File: src/rtl/int_ctl_if.sv
// rtl/int_ctl_if.sv - request/commit bundle between the interrupt sequencer and the CPU control.
interface int_ctl_if #(
    parameter int NIRQ = 4
);
    logic [NIRQ-1:0] IRQ;
    logic            NMI;
    logic            I;
    logic            sync;
    logic            ack;
    logic            mask_we;
    logic [NIRQ-1:0] mask_wd;
    logic            int_pend;
    logic            int_take;
    logic [15:0]     VEC;
    logic [3:0]      src;
    logic            is_nmi;
    logic            is_rst;
    logic [NIRQ-1:0] mask;

    modport master (
        output IRQ, NMI, I, sync, ack, mask_we, mask_wd,
        input  int_pend, int_take, VEC, src, is_nmi, is_rst, mask
    );

    modport slave (
        input  IRQ, NMI, I, sync, ack, mask_we, mask_wd,
        output int_pend, int_take, VEC, src, is_nmi, is_rst, mask
    );
endinterface

File: src/rtl/int_ctl.sv
// rtl/int_ctl.sv - reset/NMI/IRQ sequencer that commits one source per instruction boundary.
module int_ctl #(
    parameter int              NIRQ        = 4,
    parameter int              SYNC_STAGES = 2,
    parameter logic [NIRQ-1:0] EDGE_MASK   = '0,
    parameter int              EXT_VEC     = 0,
    parameter logic [15:0]     VEC_BASE    = 16'hFFE0
) (
    input  logic      clk,
    input  logic      RST,
    int_ctl_if.slave  bus
);
    localparam logic [1:0] ST_RESET = 2'd0;
    localparam logic [1:0] ST_IDLE  = 2'd1;
    localparam logic [1:0] ST_TAKE  = 2'd2;

    logic [SYNC_STAGES-1:0][NIRQ-1:0] irq_sync_q, irq_sync_d;
    logic [SYNC_STAGES-1:0]           nmi_sync_q, nmi_sync_d;
    logic [NIRQ-1:0] irq_prev_q, irq_prev_d;
    logic [NIRQ-1:0] irq_lat_q, irq_lat_d;
    logic [NIRQ-1:0] mask_q, mask_d;
    logic            nmi_prev_q, nmi_prev_d;
    logic            nmi_lat_q, nmi_lat_d;
    logic            pend_q, pend_d;
    logic [1:0]      state_q, state_d;
    logic [15:0]     vec_q, vec_d;
    logic [3:0]      src_q, src_d;
    logic            is_nmi_q, is_nmi_d;
    logic            is_rst_q, is_rst_d;

    logic [NIRQ-1:0] s_irq, pending, eligible, irq_clr;
    logic            s_nmi, any_elig, ack_take;
    logic [3:0]      irq_idx;

    always_comb begin
        irq_sync_d    = irq_sync_q;
        nmi_sync_d    = nmi_sync_q;
        irq_sync_d[0] = bus.IRQ;
        nmi_sync_d[0] = bus.NMI;
        for (int i = 1; i < SYNC_STAGES; i++) begin
            irq_sync_d[i] = irq_sync_q[i-1];
            nmi_sync_d[i] = nmi_sync_q[i-1];
        end
    end

    assign s_irq    = irq_sync_q[SYNC_STAGES-1];
    assign s_nmi    = nmi_sync_q[SYNC_STAGES-1];
    assign ack_take = bus.ack && (state_q == ST_TAKE);

    always_comb begin
        irq_clr = '0;
        for (int k = 0; k < NIRQ; k++)
            irq_clr[k] = ack_take && !is_nmi_q && !is_rst_q && (src_q == 4'(k));
    end

    // Set terms are OR-ed after the clear so a coincident new edge survives the ack.
    assign irq_lat_d  = EDGE_MASK & ((s_irq & ~irq_prev_q) | (irq_lat_q & ~irq_clr));
    assign nmi_lat_d  = (s_nmi && !nmi_prev_q) || (nmi_lat_q && !(ack_take && is_nmi_q));
    assign irq_prev_d = s_irq;
    assign nmi_prev_d = s_nmi;

    assign pending  = (EDGE_MASK & irq_lat_q) | (~EDGE_MASK & s_irq);
    assign eligible = pending & ~mask_q & {NIRQ{~bus.I}};
    assign any_elig = nmi_lat_q || (|eligible);
    assign pend_d   = any_elig;
    assign mask_d   = bus.mask_we ? bus.mask_wd : mask_q;

    always_comb begin
        irq_idx = '0;
        for (int k = NIRQ - 1; k >= 0; k--)
            if (eligible[k]) irq_idx = 4'(k);
    end

    always_comb begin
        state_d  = state_q;
        vec_d    = vec_q;
        src_d    = src_q;
        is_nmi_d = is_nmi_q;
        is_rst_d = is_rst_q;
        case (state_q)
            ST_RESET: if (bus.ack) state_d = ST_IDLE;
            ST_IDLE: begin
                if (bus.sync && any_elig) begin
                    state_d  = ST_TAKE;
                    is_rst_d = 1'b0;
                    if (nmi_lat_q) begin
                        is_nmi_d = 1'b1;
                        src_d    = 4'd0;
                        vec_d    = 16'hFFFA;
                    end else begin
                        is_nmi_d = 1'b0;
                        src_d    = irq_idx;
                        vec_d    = (EXT_VEC != 0) ? VEC_BASE + 16'({irq_idx, 1'b0}) : 16'hFFFE;
                    end
                end
            end
            ST_TAKE: if (bus.ack) state_d = ST_IDLE;
            default: state_d = ST_RESET;
        endcase
    end

    always_ff @(posedge clk or negedge RST) begin
        if (!RST) begin
            irq_sync_q <= '0;
            nmi_sync_q <= '0;
            irq_prev_q <= '0;
            nmi_prev_q <= 1'b0;
            irq_lat_q  <= '0;
            nmi_lat_q  <= 1'b0;
            mask_q     <= '1;
            pend_q     <= 1'b0;
            state_q    <= ST_RESET;
            vec_q      <= 16'hFFFC;
            src_q      <= 4'd0;
            is_nmi_q   <= 1'b0;
            is_rst_q   <= 1'b1;
        end else begin
            irq_sync_q <= irq_sync_d;
            nmi_sync_q <= nmi_sync_d;
            irq_prev_q <= irq_prev_d;
            nmi_prev_q <= nmi_prev_d;
            irq_lat_q  <= irq_lat_d;
            nmi_lat_q  <= nmi_lat_d;
            mask_q     <= mask_d;
            pend_q     <= pend_d;
            state_q    <= state_d;
            vec_q      <= vec_d;
            src_q      <= src_d;
            is_nmi_q   <= is_nmi_d;
            is_rst_q   <= is_rst_d;
        end
    end

    assign bus.int_pend = pend_q;
    assign bus.int_take = (state_q != ST_IDLE);
    assign bus.VEC      = vec_q;
    assign bus.src      = src_q;
    assign bus.is_nmi   = is_nmi_q;
    assign bus.is_rst   = is_rst_q;
    assign bus.mask     = mask_q;
endmodule

File: src/flat_wrapper.sv
// flat-port wrapper written by rule: the top's interface ports become plain ports
module int_ctl_flat 
#(
    parameter int              NIRQ        = 4,
    parameter int              SYNC_STAGES = 2,
    parameter logic [NIRQ-1:0] EDGE_MASK   = '0,
    parameter int              EXT_VEC     = 0,
    parameter logic [15:0]     VEC_BASE    = 16'hFFE0
)
  (clk, RST, bus_IRQ, bus_NMI, bus_I, bus_sync, bus_ack, bus_mask_we, bus_mask_wd, bus_int_pend, bus_int_take, bus_VEC, bus_src, bus_is_nmi, bus_is_rst, bus_mask);
  int_ctl_if #(.NIRQ(NIRQ)) bus_i ();
  input  logic clk;
  input  logic RST;
  input wire logic [$bits(bus_i.IRQ)-1:0] bus_IRQ;
  input wire logic [$bits(bus_i.NMI)-1:0] bus_NMI;
  input wire logic [$bits(bus_i.I)-1:0] bus_I;
  input wire logic [$bits(bus_i.sync)-1:0] bus_sync;
  input wire logic [$bits(bus_i.ack)-1:0] bus_ack;
  input wire logic [$bits(bus_i.mask_we)-1:0] bus_mask_we;
  input wire logic [$bits(bus_i.mask_wd)-1:0] bus_mask_wd;
  output wire logic [$bits(bus_i.int_pend)-1:0] bus_int_pend;
  output wire logic [$bits(bus_i.int_take)-1:0] bus_int_take;
  output wire logic [$bits(bus_i.VEC)-1:0] bus_VEC;
  output wire logic [$bits(bus_i.src)-1:0] bus_src;
  output wire logic [$bits(bus_i.is_nmi)-1:0] bus_is_nmi;
  output wire logic [$bits(bus_i.is_rst)-1:0] bus_is_rst;
  output wire logic [$bits(bus_i.mask)-1:0] bus_mask;
  assign bus_i.IRQ = bus_IRQ;
  assign bus_i.NMI = bus_NMI;
  assign bus_i.I = bus_I;
  assign bus_i.sync = bus_sync;
  assign bus_i.ack = bus_ack;
  assign bus_i.mask_we = bus_mask_we;
  assign bus_i.mask_wd = bus_mask_wd;
  assign bus_int_pend = bus_i.int_pend;
  assign bus_int_take = bus_i.int_take;
  assign bus_VEC = bus_i.VEC;
  assign bus_src = bus_i.src;
  assign bus_is_nmi = bus_i.is_nmi;
  assign bus_is_rst = bus_i.is_rst;
  assign bus_mask = bus_i.mask;
  int_ctl #(.NIRQ(NIRQ), .SYNC_STAGES(SYNC_STAGES), .EDGE_MASK(EDGE_MASK), .EXT_VEC(EXT_VEC), .VEC_BASE(VEC_BASE)) u_core (.clk(clk), .RST(RST), .bus(bus_i));
endmodule
File: config.mk
export PLATFORM = sky130hd
export DESIGN_NAME = int_ctl_flat
export DESIGN_NICKNAME = d
export VERILOG_FILES = /design/src/rtl/int_ctl_if.sv /design/src/rtl/int_ctl.sv /design/src/flat_wrapper.sv
export SDC_FILE = /design/constraint.sdc
export NUM_CORES = 1
export LEC_CHECK = 0
export ABC_AREA = 1
export CORE_MARGIN = 2
export CORE_UTILIZATION = 38
export CTS_CLUSTER_DIAMETER = 200
export CTS_CLUSTER_SIZE = 16
export DETAILED_ROUTE_END_ITERATION = 10
export PLACE_DENSITY = 0.75
export SLEW_MARGIN = 25
export SYNTH_ARGS = -nofsm -noshare
export SYNTH_HDL_FRONTEND = slang
export SYNTH_SLANG_ARGS = --single-unit
File: constraint.sdc
create_clock -name clk -period 1.14 [get_ports clk]
set_input_delay 0.114 -clock clk [delete_from_list [all_inputs] [get_ports clk]]
set_output_delay 0.114 -clock clk [all_outputs]
set_load 0.03 [all_outputs]
# After elaboration in Yosys (flattened, before gate mapping)
# Index checks and enable logic that the tools add are counted.
# totals
mem_bits_ro	0
in_bits	15
wordCells	45
out_inout_bits	28
memories	0
ramBits	0
latch_bits	0
ff_bits	41
# op_classes
eq_ne	5
addsub	0
shift	0
muxes	10
magnitude_cmp	0
n_mul	0
bitwise	4
n_reduce_logical	14
n_div	0
# op_table
op	count
two-way mux 4 bit	4
bitwise AND 4 bit	2
two-way mux 2 bit	3
inequality test 2 x 1 -> 1 bit, second input constant	3
logical AND 1 bit	5
inverter 4 bit	1
one-hot mux 2 bit (2 select lines)	1
AND reduction 2 bit	2
OR reduction 4 bit	1
two-way mux 3 bit	1
== test 2 x 1 -> 1 bit, second input constant	1
== test 2 bit, second input constant	1
zero test 1 bit	2
zero test 2 bit	1
logical OR 1 bit	2
OR reduction 2 bit	1
two-way mux 1 bit	1
inverter 1 bit	1

# Logic depth before layout (Yosys ltp)
# Gate-level depths: netlist of run 1.
# depth
word_depth	8
ltp_mapped	8
depth_no_buf	8

# Worst setup path before layout of run 1
# No wires, ideal clock.
# synth_timing
path_kind	reg-to-reg
from	register u_core.mask_q[1] (netlist: u_core.bus.mask[1])
to	register u_core.state_q[1]
synth_period_minus_slack_ns	1.278
setup_ns	0.128
arrival_time_ns	1.150
path_buffers	0
stages_incl_launch_ff	8
path_slack_ns	-0.138
required_ns	1.012
cell_sequence	dfstp_2 -> inv_1 -> nand3_2 -> inv_2 -> nor2_4 -> nand2_4 -> nand3_4 -> o21ai_0
# synth_between
elab_chain_len	8
# synth_rtl
item	line_no	source
start, declared	int_ctl.sv:21	logic [NIRQ-1:0] mask_q, mask_d;
start signal, assigned	int_ctl.sv:124	mask_q <= mask_d;
inverter 4 bit	int_ctl.sv:63	assign eligible = pending & ~mask_q & {NIRQ{~bus.I}};
bitwise AND 4 bit (2 in series)	int_ctl.sv:63	
OR reduction 4 bit	int_ctl.sv:64	assign any_elig = nmi_lat_q || (|eligible);
logical OR 1 bit	int_ctl.sv:64	
via u_core.any_elig	int_ctl.sv:32	logic s_nmi, any_elig, ack_take;
logical AND 1 bit	int_ctl.sv:83	if (bus.sync && any_elig) begin
inequality test 2 x 1 -> 1 bit (no line)	--	
AND reduction 2 bit (no line)	--	
end signal, assigned	int_ctl.sv:126	state_q <= state_d;
end, declared	int_ctl.sv:25	logic [1:0] state_q, state_d;
# The timed path passes the listed nets, and every way through them passes these cells.
# A chain may end at the register's enable or synchronous reset.

# Worst setup path after layout of run 1
# layout_timing
from	register u_core.mask_q[0] (netlist: u_core.bus.mask[0])
to	register u_core.state_q[1]
# Same word-level chain as after synthesis.

==> summary.log, run 1 <==
INFO  clock_network  htreeDepth=1
INFO  synth          synth_cells=102
INFO  placed_design  place_ws=-0.2401ns
INFO  sta            shortest_period_the_worst_path_allows=1.215ns
INFO  drt            wl=1922um
INFO  clock_network  clock-sinks=25
INFO  clock_network  clock_tree_from_tritoncts=built
INFO  grt            gr-total-overflow=0
INFO  outcome        failed_checks=setup timing
INFO  finish         post_layout_nonfiller_instances=171
INFO  drt            routed-via-count=759
INFO  sta            report.final.hold_viol_count=0
INFO  power          power.static_leakage=0.7101nW
INFO  die            die_width=57.06um
INFO  grt            number_of_antenna_violations_at_the_first_check_in_global_routing=0
INFO  sta            report.final.setup_viol=13
INFO  sta            post-route-period-util=106.6%
INFO  synth          distinct_cell_type_count_after_synthesis=18
INFO  finish         area_growth_syn_to_layout=33.57%
INFO  drt            met3_wirelength=141um
INFO  sta            post-route-worst-setup-slack=-0.07489ns
INFO  grt            grt_start_max_net_pins=26
INFO  synth          yosys-top-cells-area=dfrtp_1, dfstp_2, buf_4
INFO  power          design_power_total=2.321mW
INFO  grt            grt_pass1_wl=3318um
INFO  synth          post_synthesis_cell_type_with_the_largest_combined_area=dfrtp_1
INFO  finish         num-fill-cells=255
INFO  drt            drt_first_pass_iters=2
INFO  worst_setup_path timing.critical_path.fanout_max=7
INFO  grt            first_global_vias=732
INFO  sta            final-max-slew-violation-count=0
INFO  outcome        outcome=finished with violations
INFO  die            area_of_the_core=2710um2
INFO  sta            maxClockFrequency=823.1MHz
INFO  placed_design  place.port_buffers=26
INFO  synth          synth_compound_gate_area_share=2.807%
INFO  run            maxCapViolCount=0
INFO  worst_setup_path worst_setup_path_end_kind=register
INFO  synth          mappedNetlistArea=1070um2
INFO  synth          syn_avg_cell_area=10.49um2
INFO  drt            maxUsedRoutingLayer=met4
INFO  drt            drtAntennaViolNets=0
INFO  clock_network  root_buffer=clkbuf_4
INFO  drt            drt_iter0_drc=4
INFO  clock_network  cts_hold_buf=0
INFO  placed_design  finalWeightedCongestion=0.8214
INFO  die            floorplan.io_pins=43
INFO  sta            unrepaired_setup_endpoints_after_global_routing=yes
INFO  power          power_density=1624nW/um2
INFO  placed_design  detailed_place_hpwl=1492um
INFO  synth          synth_top_family_by_area=simple AND/OR/NAND/NOR gates
INFO  worst_setup_path worst-endpoint-arrival=1.43ns
INFO  die            die_height=57.06um
INFO  sta            fin_worst_skew=0.002827ns
INFO  grt            track_usage=13.29%
INFO  synth          post_synth_xor_area_fraction=0%
INFO  worst_setup_path setup.worst_path.start_class=register
INFO  synth          synth-seq-area-share=59.18%
INFO  finish         post_route_cells_drive_above_1_share=36.43%
INFO  synth          synth_mux_area_share=2.105%
INFO  clock_network  numCtsBuffers=3
INFO  drt            routed-wl-met2=1029um
INFO  finish         n_antenna_cell=0
INFO  die            initial_core_util=39.47%
INFO  die            fp.dieArea=3256um2
INFO  drt            drcViolationCount=0
INFO  die            floorplan.rows=19
INFO  synth          synth_adder_area_share=0%
INFO  synth          synthSimpleGateAreaFrac=19.77%
INFO  synth          warnings_synthesis=0
INFO  placed_design  dpl.cell_count=161
INFO  clock_network  cts-root-to-sink-buffers=2
INFO  min_path       holdCritPathClass=in -> async
INFO  sta            worst_hold_slack_after_final_layout=0.1254ns
INFO  worst_setup_path worst_reg_to_reg_cells=7
INFO  drt            vias_per_cell=4.439
INFO  drt            wire_per_inst=11.24um
INFO  finish         final_net_count=156
INFO  synth          synth-seq-cells=25
INFO  worst_setup_path timing_worst_setup_path_type=reg -> reg
INFO  clock_network  worst_skew_pair.late_latency=0.31ns
INFO  clock_network  clkSlewWorstSetupHoldPaths=0.13ns
INFO  power          power.ir.vdd_worst=1.101mV
INFO  drt            wl_met1=713um
INFO  synth          synthDominantCellAreaShare=44.44%
INFO  worst_setup_path critical_path_required=1.35ns
[logic make-up (layout without fill, tap and decap cells)]
family          Yosys count  after routing
mux                       2              2
flops                    25             25
compound gates            6              6
buf+inv                  28             52
simple gates             39             39
other cells               2             16
[cell type report]
type                       instances  area [um2]  share of cell area (%)
clock inverter                     1       5.005                  0.3503
clock buffer                       3       22.52                   1.576
inverter                          12       45.04                   3.152
multi-input combinational         63       329.1                   23.03
tap                               31       38.79                   2.715
timing repair buffer              36       355.3                   24.87
sequential                        25       633.1                   44.31
[cells in the mapped netlist, drive strengths merged]
cell type and count:
buf 16, nor2 7, inv 12, o21ai 6, dfrtp 19, nand3 6, nand4 3, conb 2
dfstp 6, mux2 2, nand2 23
[cell usage in the layout (no fill, tap or decap), drive strengths merged, types with 3 or more instances in the layout]
master | Yosys | routed
clkdlybuf4s50 | 0 | 14
o21ai | 6 | 6
nand3 | 6 | 6
nand4 | 3 | 3
inv | 12 | 12
nand2 | 23 | 23
dfrtp | 19 | 19
clkbuf | 0 | 3
dfstp | 6 | 6
buf | 16 | 21
conb | 2 | 16
nor2 | 7 | 7
[layer usage]
layer / up-vias / track usage, %
met5: - / 0
met4: 0 / 4.983
met3: 5 / 3.401
met2: 35 / 24.63
met1: 357 / 14.46
li1: 362 / -
[sequential cells by signal (all words and copies together) (netlist names)]
name	flops
u_core.bus.VEC	2
u_core.bus.int_pend	1
u_core.bus.is_nmi	1
u_core.bus.is_rst	1
u_core.bus.mask	4
u_core.bus.src	2
u_core.irq_prev_d	4
u_core.irq_sync_d	4
u_core.nmi_lat_q	1
u_core.nmi_prev_q	1
u_core.nmi_sync_q	2
u_core.state_q	2
[report_power, final]
| part | internal, mW | switching, mW | total, mW |
|---|---|---|---|
| registers | 1.02 | 0.0864 | 1.11 |
| clock network | 0.131 | 0.252 | 0.383 |
| logic | 0.324 | 0.505 | 0.829 |
[metrics by stage]
| stage | cell area (um2) | setup TNS [ns] | utilization, % |
|---|---|---|---|
| 2_1_floorplan | 1125 | -0.4981 | - |
| 3_3_place_gp | 1319 | -1.452 | 48.66 |
| 3_5_place_dp | 1319 | -1.708 | 48.66 |
| 4_1_cts | 1403 | -0.6940 | 51.75 |
| 5_1_grt | 1429 | -1.750 | 52.72 |
| 6_report | 1429 | -0.7702 | 52.72 |
[path summary, 6_finish.rpt]
path,end,slack [ns],startpoint
max reg2reg,u_core.state_q[1]$_DFFE_PN0P_,-0.07,u_core.bus.mask[0]$_DFFE_PN1P_
max in group asynchronous,u_core.bus.VEC[2]$_DFFE_PN1P_,0.80,RST
min,u_core.nmi_prev_q$_DFF_PN0_,0.13,RST
max,u_core.state_q[1]$_DFFE_PN0P_,-0.07,u_core.bus.mask[0]$_DFFE_PN1P_
min reg2reg,u_core.irq_prev_d[2]$_DFF_PN0_,0.36,u_core.irq_sync_d[6]$_DFF_PN0_
min in group clk,u_core.irq_sync_d[4]$_DFF_PN0_,0.22,bus_IRQ[0]
[worst max-delay path, cell delays in order (launching register included)]
cell,delay (ns)
dfstp_2,0.57
nor2_2,0.04
nand2_2,0.08
nand2_2,0.07
nor2_4,0.11
nand2_4,0.08
nand3_4,0.10
o21ai_1,0.07
[timing repair]
action	in CTS	in global routing
endpoints found under the setup margin	16	15
setup buffers	3	3
pin swaps	1	4
gates resized for setup	15	1
Power figures use the tool's default switching activity.
==> run 2: changes to the inputs <==
--- a/config.mk
+++ b/config.mk
@@ -6,6 +6,7 @@
 export NUM_CORES = 1
 export LEC_CHECK = 0
 export ABC_AREA = 1
+export ABC_CLOCK_PERIOD_IN_PS = 1140
 export CORE_MARGIN = 2
 export CORE_UTILIZATION = 38
 export CTS_CLUSTER_DIAMETER = 200
==> results of run 2 <==
No change in the layout: final DEF, timing and power equal those of run 1.
==> run 3: changes to the inputs <==
--- a/config.mk
+++ b/config.mk
@@ -9,6 +9,7 @@
 export ABC_CLOCK_PERIOD_IN_PS = 1140
 export CORE_MARGIN = 2
 export CORE_UTILIZATION = 38
+export CTS_BUF_LIST = sky130_fd_sc_hd__clkbuf_8 sky130_fd_sc_hd__clkbuf_16
 export CTS_CLUSTER_DIAMETER = 200
 export CTS_CLUSTER_SIZE = 16
 export DETAILED_ROUTE_END_ITERATION = 10
==> run 3 against run 2 <==
  * The flow still finishes with violations (setup timing)
  * First-iteration DRC count fell by 50%
  * Core utilization did not move
  * Combinational power fell by 2%
  * Critical endpoint unchanged
  * Highest routed layer unchanged
==> summary.log, run 3 (synthesis gave the netlist of run 1 again) <==
INFO  min_path       holdCritPathClass=in -> async
INFO  clock_network  clock_tree_from_tritoncts=built
INFO  finish         postLayoutCellArea=1429um2
INFO  sta            report.final.hold_viol_count=0
INFO  die            area_of_the_core=2710um2
INFO  worst_setup_path worst_path_max_stage_delay=0.55ns
INFO  worst_setup_path worst_setup_path_end_kind=register
INFO  drt            drcViolationCount=0
INFO  sta            post-route-worst-setup-slack=-0.05290ns
INFO  sta            unrepaired_setup_endpoints_after_global_routing=yes
INFO  finish         n_antenna_cell=0
INFO  run            maxCapViolCount=0
INFO  die            fp.dieArea=3256um2
INFO  die            die_height=57.06um
INFO  drt            drt_first_pass_iters=3
INFO  finish         post_route_cells_drive_above_1_share=35.51%
INFO  grt            grt_pass1_wl=3215um
INFO  finish         final_net_count=154
INFO  finish         mostFrequentLayoutCell=dfrtp_1
INFO  sta            final-max-slew-violation-count=0
INFO  clock_network  cts_hold_buf=0
INFO  drt            drt_iter0_drc=2
INFO  worst_setup_path setup.worst_path.start_class=register
INFO  worst_setup_path cp_cell_sequence=nor2_2 -> nand2_2 -> nand2_2 -> nor2_4 -> nand2_4 -> nand3_4 -> o21ai_1
INFO  worst_setup_path cp_common_cell=nand2_2
INFO  grt            number_of_antenna_violations_at_the_first_check_in_global_routing=0
INFO  placed_design  finalWeightedCongestion=0.8214
INFO  clock_network  worst_skew_pair.late_latency=0.27ns
INFO  finish         commonest_cells_after_routing_fill_and_taps_aside=dfrtp_1, nand2_1, conb_1, clkdlybuf4s50_1, buf_4
INFO  clock_network  cts-root-to-sink-buffers=2
INFO  worst_setup_path timing.critical_path.max_delay_family=flip-flops
INFO  grt            first_global_vias=717
INFO  grt            gr-total-overflow=0
INFO  worst_setup_path timing_worst_setup_path_type=reg -> reg
INFO  sta            maxClockFrequency=838.3MHz
INFO  worst_setup_path crit_buf_inv=0
INFO  placed_design  postPlaceCellArea=1319um2
INFO  sta            fin_worst_skew=0.001733ns
INFO  placed_design  detailed_place_hpwl=1492um
INFO  outcome        outcome=finished with violations
INFO  worst_setup_path worst-endpoint-arrival=1.35ns
INFO  clock_network  clock-sinks=25
INFO  die            initial_core_util=39.47%
INFO  placed_design  place.port_buffers=26
INFO  power          power.ir.vdd_worst=1.219mV
INFO  drt            routed-via-count=741
INFO  worst_setup_path timing.critical_path.fanout_max=7
INFO  power          power.static_leakage=0.7038nW
INFO  grt            track_usage=13.14%
INFO  clock_network  root_buffer=clkbuf_8
INFO  finish         area_growth_syn_to_layout=33.57%
INFO  placed_design  place_ws=-0.2401ns
INFO  drt            wire_per_inst=11.24um
INFO  clock_network  clkSlewWorstSetupHoldPaths=0.08ns
INFO  worst_setup_path timing.critical_path.slowest_stage_cell=dfstp_2
INFO  die            die_width=57.06um
INFO  drt            wl=1900um
INFO  power          power_density=1702nW/um2
INFO  clock_network  numCtsBuffers=3
INFO  grt            grt_start_max_net_pins=26
INFO  drt            drtAntennaViolNets=0
INFO  die            floorplan.rows=19
INFO  clock_network  htreeDepth=1
INFO  worst_setup_path critical_path_required=1.30ns
INFO  die            floorplan.io_pins=43
INFO  drt            vias_per_cell=4.385
INFO  finish         num-fill-cells=254
INFO  sta            shortest_period_the_worst_path_allows=1.193ns
INFO  outcome        failed_checks=setup timing
INFO  sta            post-route-period-util=104.6%
INFO  sta            report.final.setup_viol=9
[run 3: through the flow]
stage	util [%]	hold slack, ns	power [mW]	setup TNS, ns	cells
detailed placement	48.66	0.3362	1.861	-1.708	161
finish	52.72	0.1819	2.432	-0.3126	169
floorplan	-	-0.1816	1.612	-0.4981	116
CTS	51.62	0.1850	2.435	-0.4473	168
global route	52.72	0.1834	2.567	-1.139	169
global placement	48.66	0.3350	1.822	-1.452	161
[run 3: final cells by class]
type / count / area [um2] / share of cell area [%]
flip-flops and latches: 25 / 633.1 / 44.31
inverters: 12 / 45.04 / 3.152
multi-input cells: 63 / 341.6 / 23.91
repair buffers: 34 / 324.1 / 22.68
well taps: 31 / 38.79 / 2.715
clock inverters: 1 / 5.005 / 0.3503
clock buffers: 3 / 41.29 / 2.890
[run 3: routing by layer]
layer	track usage [%]	routed length [um]
met5	0	0
met4	6.977	53
met3	3.855	145
met2	23.15	985
met1	14.16	716
[run 3: repair_timing]
action / CTS / global route
endpoints found under the hold margin: 0 / 0
pin swaps: 3 / 4
gates resized for setup: 7 / 6
setup endpoints to repair: 11 / 12
setup buffers: 3 / 1
[run 3: worst paths after layout]
check | cells after the start | end | startpoint | slack (ns)
setup / recovery | 7 | u_core.state_q[1]$_DFFE_PN0P_ | u_core.bus.mask[0]$_DFFE_PN1P_ | -0.05
max in group asynchronous | 2 | u_core.bus.mask[3]$_DFFE_PN1P_ | RST | 0.73
setup reg to reg | 7 | u_core.state_q[1]$_DFFE_PN0P_ | u_core.bus.mask[0]$_DFFE_PN1P_ | -0.05
hold / removal | 2 | u_core.nmi_prev_q$_DFF_PN0_ | RST | 0.18
hold reg to reg | 0 | u_core.irq_prev_d[2]$_DFF_PN0_ | u_core.irq_sync_d[6]$_DFF_PN0_ | 0.35
min in group clk | 1 | u_core.irq_sync_d[4]$_DFF_PN0_ | bus_IRQ[0] | 0.28
[run 3: power by group]
group / total (mW) / internal [mW] / switching [mW]
registers: 1.11 / 1.02 / 0.0842
clock network: 0.513 / 0.244 / 0.269
logic: 0.813 / 0.310 / 0.503
